--- config.mk ---
export PLATFORM = sky130hd
export DESIGN_NAME = tpu_ctrl
export DESIGN_NICKNAME = d
export VERILOG_FILES = /design/src/rtl/tpu_ctrl.sv
export SDC_FILE = /design/constraint.sdc
export NUM_CORES = 1
export LEC_CHECK = 0
export CAP_MARGIN = 10
export CORE_MARGIN = 2
export CORE_UTILIZATION = 45
export DETAILED_ROUTE_END_ITERATION = 7
export PLACE_DENSITY = 0.8
export SKIP_LAST_GASP = 1
export SLEW_MARGIN = 40
export SYNTH_ARGS = -nofsm -noshare
export SYNTH_HDL_FRONTEND = slang
export SYNTH_SLANG_ARGS = --single-unit
--- constraint.sdc ---
create_clock -name clk -period 5.3 [get_ports clk]
set_input_delay 1.59 -clock clk [delete_from_list [all_inputs] [get_ports clk]]
set_output_delay 1.59 -clock clk [all_outputs]
set_load 0.05 [all_outputs]
--- src/rtl/tpu_ctrl.sv ---
// tpu_ctrl: host-facing controller for a DIM x DIM systolic array.
// Decodes host requests into one-cycle strobes and row selects for memA,
// memB and the array's C buffer. It also runs the fixed-length compute
// sequence that is launched by a write to 0x400.
module tpu_ctrl #(
    parameter int DIM   = 8,
    parameter int ADDRW = 16
) (
    input  logic                   clk,
    input  logic                   rst_n,
    input  logic                   req_valid,
    output logic                   req_ready,
    input  logic                   r_w,
    input  logic [ADDRW-1:0]       addr,
    output logic                   Aen,
    output logic                   AWrEn,
    output logic                   Ben,
    output logic                   SAEn,
    output logic                   SAWrEn,
    output logic [$clog2(DIM)-1:0] Arow,
    output logic [$clog2(DIM)-1:0] Crow,
    output logic                   Chalf,
    output logic                   busy,
    output logic                   done,
    output logic                   err
);

    localparam int RW  = $clog2(DIM);
    localparam int SEQ = 3 * DIM - 2;      // cycles needed to drain a DIM x DIM wavefront
    localparam int CW  = $clog2(SEQ) + 1;

    localparam logic [CW-1:0]    LAST   = CW'(SEQ);
    localparam logic [ADDRW-1:0] A_LO   = ADDRW'(16'h100);
    localparam logic [ADDRW-1:0] A_HI   = ADDRW'(16'h13F);
    localparam logic [ADDRW-1:0] B_LO   = ADDRW'(16'h200);
    localparam logic [ADDRW-1:0] B_HI   = ADDRW'(16'h23F);
    localparam logic [ADDRW-1:0] C_LO   = ADDRW'(16'h300);
    localparam logic [ADDRW-1:0] C_HI   = ADDRW'(16'h37F);
    localparam logic [ADDRW-1:0] GO_ADR = ADDRW'(16'h400);

    typedef enum logic {
        IDLE,
        COMPUTE
    } state_t;

    state_t        state;
    logic [CW-1:0] cnt;

    // Address window decode. The direction is qualified later, in the FSM.
    logic in_a, in_b, in_c, is_go;
    assign in_a  = (addr >= A_LO) && (addr <= A_HI);
    assign in_b  = (addr >= B_LO) && (addr <= B_HI);
    assign in_c  = (addr >= C_LO) && (addr <= C_HI);
    assign is_go = (addr == GO_ADR);

    // Controller FSM: request decode in IDLE, fixed-length sequence in COMPUTE.
    // NOTE: every state element uses <= so that all registers sample the same pre-edge values.
    always_ff @(posedge clk or negedge rst_n) begin
        if (!rst_n) begin
            state     <= IDLE;
            cnt       <= '0;
            req_ready <= 1'b1;
            Aen       <= 1'b0;
            AWrEn     <= 1'b0;
            Ben       <= 1'b0;
            SAEn      <= 1'b0;
            SAWrEn    <= 1'b0;
            Arow      <= '0;
            Crow      <= '0;
            Chalf     <= 1'b0;
            busy      <= 1'b0;
            done      <= 1'b0;
            err       <= 1'b0;
        end else begin
            // Strobes last one cycle unless a branch below re-asserts them.
            Aen    <= 1'b0;
            AWrEn  <= 1'b0;
            Ben    <= 1'b0;
            SAEn   <= 1'b0;
            SAWrEn <= 1'b0;
            busy   <= 1'b0;
            done   <= 1'b0;
            err    <= 1'b0;
            case (state)
                IDLE: begin
                    cnt <= '0;
                    if (req_valid && req_ready) begin
                        if (r_w && is_go) begin
                            state     <= COMPUTE;
                            cnt       <= CW'(1);
                            req_ready <= 1'b0;
                            Aen       <= 1'b1;
                            Ben       <= 1'b1;
                            SAEn      <= 1'b1;
                            busy      <= 1'b1;
                        end else if (r_w && in_a) begin
                            AWrEn <= 1'b1;
                            Arow  <= addr[3 +: RW];
                        end else if (r_w && in_b) begin
                            Ben <= 1'b1;
                        end else if (in_c) begin
                            // A read of C only steers the row mux. A write also strobes.
                            SAWrEn <= r_w;
                            Crow   <= addr[4 +: RW];
                            Chalf  <= addr[3];
                        end else begin
                            err <= 1'b1;
                        end
                    end
                end
                COMPUTE: begin
                    if (cnt == LAST) begin
                        state     <= IDLE;
                        cnt       <= '0;
                        req_ready <= 1'b1;
                        done      <= 1'b1;
                    end else begin
                        cnt  <= cnt + 1'b1;
                        Aen  <= 1'b1;
                        Ben  <= 1'b1;
                        SAEn <= 1'b1;
                        busy <= 1'b1;
                    end
                end
                default: begin
                    state     <= IDLE;
                    cnt       <= '0;
                    req_ready <= 1'b1;
                end
            endcase
        end
    end

endmodule

==> results.py <==
metrics = {
    "outcome": {
        "status": "complete, no violations",
    },
    "cts": {
        "cts.root.buffer_cell": "clkbuf_4",
        "numCtsBuffers": 3,
        "clk_latency_ps": 290,
        "post_cts_resized": 0,
        "path_clk_slew_ps": 110,
        "post_cts_buffers": 0,
        "hold_buffers": 0,
        "tritoncts": "built",
        "htree_levels": 1,
        "cts_max_path_buffers": 2,
        "cts_sinks": 20,
    },
    "synth": {
        "seq_area_frac_synth_pct": 54.9,
        "synth_most_common_cell": "dfrtp_1",
        "avgSynthCellArea_um2": 11.7,
        "synthesis.area_um2": 913,
        "syn_nets": 100,
        "syn_inst": 78,
        "synth_edf_count": 0,
        "synth_top_area_share_pct": 52.1,
        "ys_types": 31,
        "yosysWarningCount": 0,
        "synthFlopType": "dfrtp_1",
        "netlist.top_cell.by_area": "dfrtp_1",
        "synth_commonest_cells": "dfrtp_1 (19), nor2_1 (10), mux2_2 (7)",
        "async_reset_ff_share_pct": 100,
        "synthTopCellsByArea": "dfrtp_1 (52%), mux2_2 (8.6%), nor2_1 (4.1%)",
        "ys_ff_latch": 20,
    },
    "worst_setup_path": {
        "critPathSlowestCell": "or4_4",
        "path_cells": "clkdlybuf4s50_1 > or4_4 > or4_4 > nor3_4 > mux2_2",
        "critPathMaxFanout": 4,
        "arrival_ps": 3660,
        "cpPeakStageDelay_ps": 520,
        "rr_startpoint": "req_ready",
        "critPathKind": "input pin to flip-flop",
        "start_kind": "input pin",
        "r2r-end": "Crow[0]",
        "reg2regPathDepth": 4,
        "ff2ff_setup_slack_ps": 3390,
        "worst_ep_required_time_ps": 5490,
        "worst_path_most_repeated_cell": "or4_4",
        "crit_path_end_kind": "flip-flop",
    },
    "timing": {
        "tightestPinTransition_ps": 610,
        "max_freq_mhz": 288,
        "period_minus_slack_ps": 3470,
        "setup_ws_ps": 1830,
        "setup_viol": 0,
        "finalCritPeriodShare_pct": 65.5,
        "drv_slew": 0,
        "tns_ps": 0,
        "fin_skew_ps": 2.37,
        "finalHoldViolations": 0,
        "relSlewSlack_pct": 59.0,
        "rsz0062_at_grt": "false",
    },
    "detailed_routing": {
        "viasPerCell": 5.09,
        "routed_wl_mm": 1.89,
        "avgRoutedWirePerCell_um": 13.3,
        "antenna_left": 0,
        "first_pass_iters": 4,
        "drc": 0,
        "drtIter0Drc": 6,
        "vias": 723,
    },
    "job": {
        "drv_cap": 0,
    },
    "power_and_ir_drop": {
        "sw_frac_of_total_pct": 21.9,
        "p_seq_share_pct": 56.8,
        "power.density_nw_per_um2": 206,
        "p_switching_w": 0.0000593,
        "leakagePower_nw": 0.576,
        "combPwrFrac_pct": 11.4,
        "vdd_ir_drop_max_v": 0.000139,
        "p_int_w": 0.000212,
        "clock_power_share_pct": 31.8,
        "total_power_w": 0.000271,
    },
    "floorplan": {
        "num_io_pins": 36,
        "core-area_um2": 1940,
        "die_w_um": 49.1,
        "start_util_pct": 47.0,
        "dieHeight_um": 49.1,
        "dieArea_um2": 2410,
        "fp-row-count": 16,
    },
    "global_routing": {
        "grtUsageTotal_pct": 17.8,
        "grt_overflow": 0,
        "use_met1_pct": 22.5,
        "use_met2_pct": 30.4,
        "grt_pass1_vias": 743,
        "grt_max_degree": 21,
        "antenna_found_initial": 0,
        "grt_pass1_wl_mm": 3.34,
        "use_met3_pct": 3.99,
        "top_usage_layer": "met2",
    },
    "hold_path": {
        "hold_depth": 1,
        "hp-start": "Crow[2]",
        "hold_end": "Crow[2]",
        "worstHoldPathType": "flip-flop to flip-flop",
    },
    "layout": {
        "antennaDiodeCount": 0,
        "nFillCells": 154,
        "drive_above_1_share_pct": 13.9,
        "top_regs": "cnt (6), Arow (3), Crow (3)",
        "nets": 138,
        "regMostFlops": "cnt",
        "largest_reg_flops": 6,
        "area_delta_synth_final_pct": 43.8,
    },
    "placement": {
        "dp_hpwl_mm": 1.44,
        "portBuffers": 35,
        "place_congestion": 0.814,
        "place_ws_ps": 1520,
    },
}
[power groups by stage]
stage               registers, W   logic (W)  clock network [W]
detailed placement      0.000157   0.0000309                  0
global placement        0.000157   0.0000308                  0
finish                  0.000154   0.0000308          0.0000863
global route            0.000154   0.0000333          0.0000949
floorplan               0.000160  0.00000546                  0
CTS                     0.000154   0.0000311          0.0000895
[cell type report]
| type | count | area (um^2) | area share, % |
|---|---|---|---|
| Clock buffer | 4 | 36.3 | 2.76 |
| Inverter | 1 | 3.75 | 0.286 |
| Multi-Input combinational cell | 55 | 393 | 29.9 |
| Sequential cell | 20 | 502 | 38.2 |
| Tap cell | 27 | 33.8 | 2.57 |
| Timing Repair Buffer | 35 | 345 | 26.3 |
[worst max-delay path: cells and delay by family]
family,cells,cell delay [ps]
buffers and inverters,1,420
multiplexers,1,370
AND/OR/NAND/NOR,3,1290
[how the worst max path moves through the flow]
stage | end | cells past startpoint | from | slack [ps]
4_1_cts | Crow[0] | 5 | addr[12] | 1830
6_report | Crow[0] | 5 | addr[12] | 1830
3_3_place_gp | Chalf | 5 | addr[13] | 1540
3_5_place_dp | Crow[0] | 5 | addr[13] | 1520
2_1_floorplan | Chalf | 4 | addr[13] | 1990
5_1_grt | Arow[1] | 5 | addr[12] | 1760
[through the flow]
stage / instances / utilization (%) / cell area, um^2 / hold slack (ps)
after floorplan: 78 / - / 913 / 491
after CTS: 142 / 67.7 / 1310 / 531
after detailed placement: 138 / 65.8 / 1280 / 500
after global routing: 142 / 67.7 / 1310 / 554
after global placement: 138 / 66.0 / 1280 / 490
final: 142 / 67.7 / 1310 / 528
[routing by layer]
| metal | wire [um] | vias to the layer above |
|---|---|---|
| met5 | 0 | - |
| met4 | 15 | 0 |
| met3 | 80 | 2 |
| met2 | 969 | 16 |
| met1 | 823 | 350 |
| li1 | - | 355 |
[cell families after synthesis]
| family | after synthesis | share of synthesized area [%] |
|---|---|---|
| mux | 7 | 8.63 |
| fa+ha+maj | 2 | 2.74 |
| buf+inv | 3 | 2.05 |
| simple gates | 35 | 22.6 |
| xor+xnor | 4 | 3.84 |
| flops | 20 | 54.9 |
| compound gates | 7 | 5.20 |
[placed cells by master (no fill, tap or decap)]
master,instances
and4b_1,1
nand3_1,3
nor4b_1,1
dfstp_2,1
o21a_1,1
inv_1,1
dfrtp_1,19
nand2b_1,1
nand4_1,1
nor3_4,1
nand2_1,5
nor2_1,10
o2bb2ai_1,1
clkbuf_4,3
nor4_1,2
o2111ai_1,1
nor2b_1,1
buf_2,1
clkdlybuf4s50_1,34
or4_4,2
nand4b_1,1
xnor2_1,2
a21oi_1,1
xor2_1,2
o21ai_0,1
nor3_1,2
a21o_1,1
and3_1,2
nand3b_1,1
nor3b_1,1
clkbuf_8,1
ha_1,2
o21ai_1,1
mux2_2,7
Note: power is estimated with default switching activity, not from simulation.
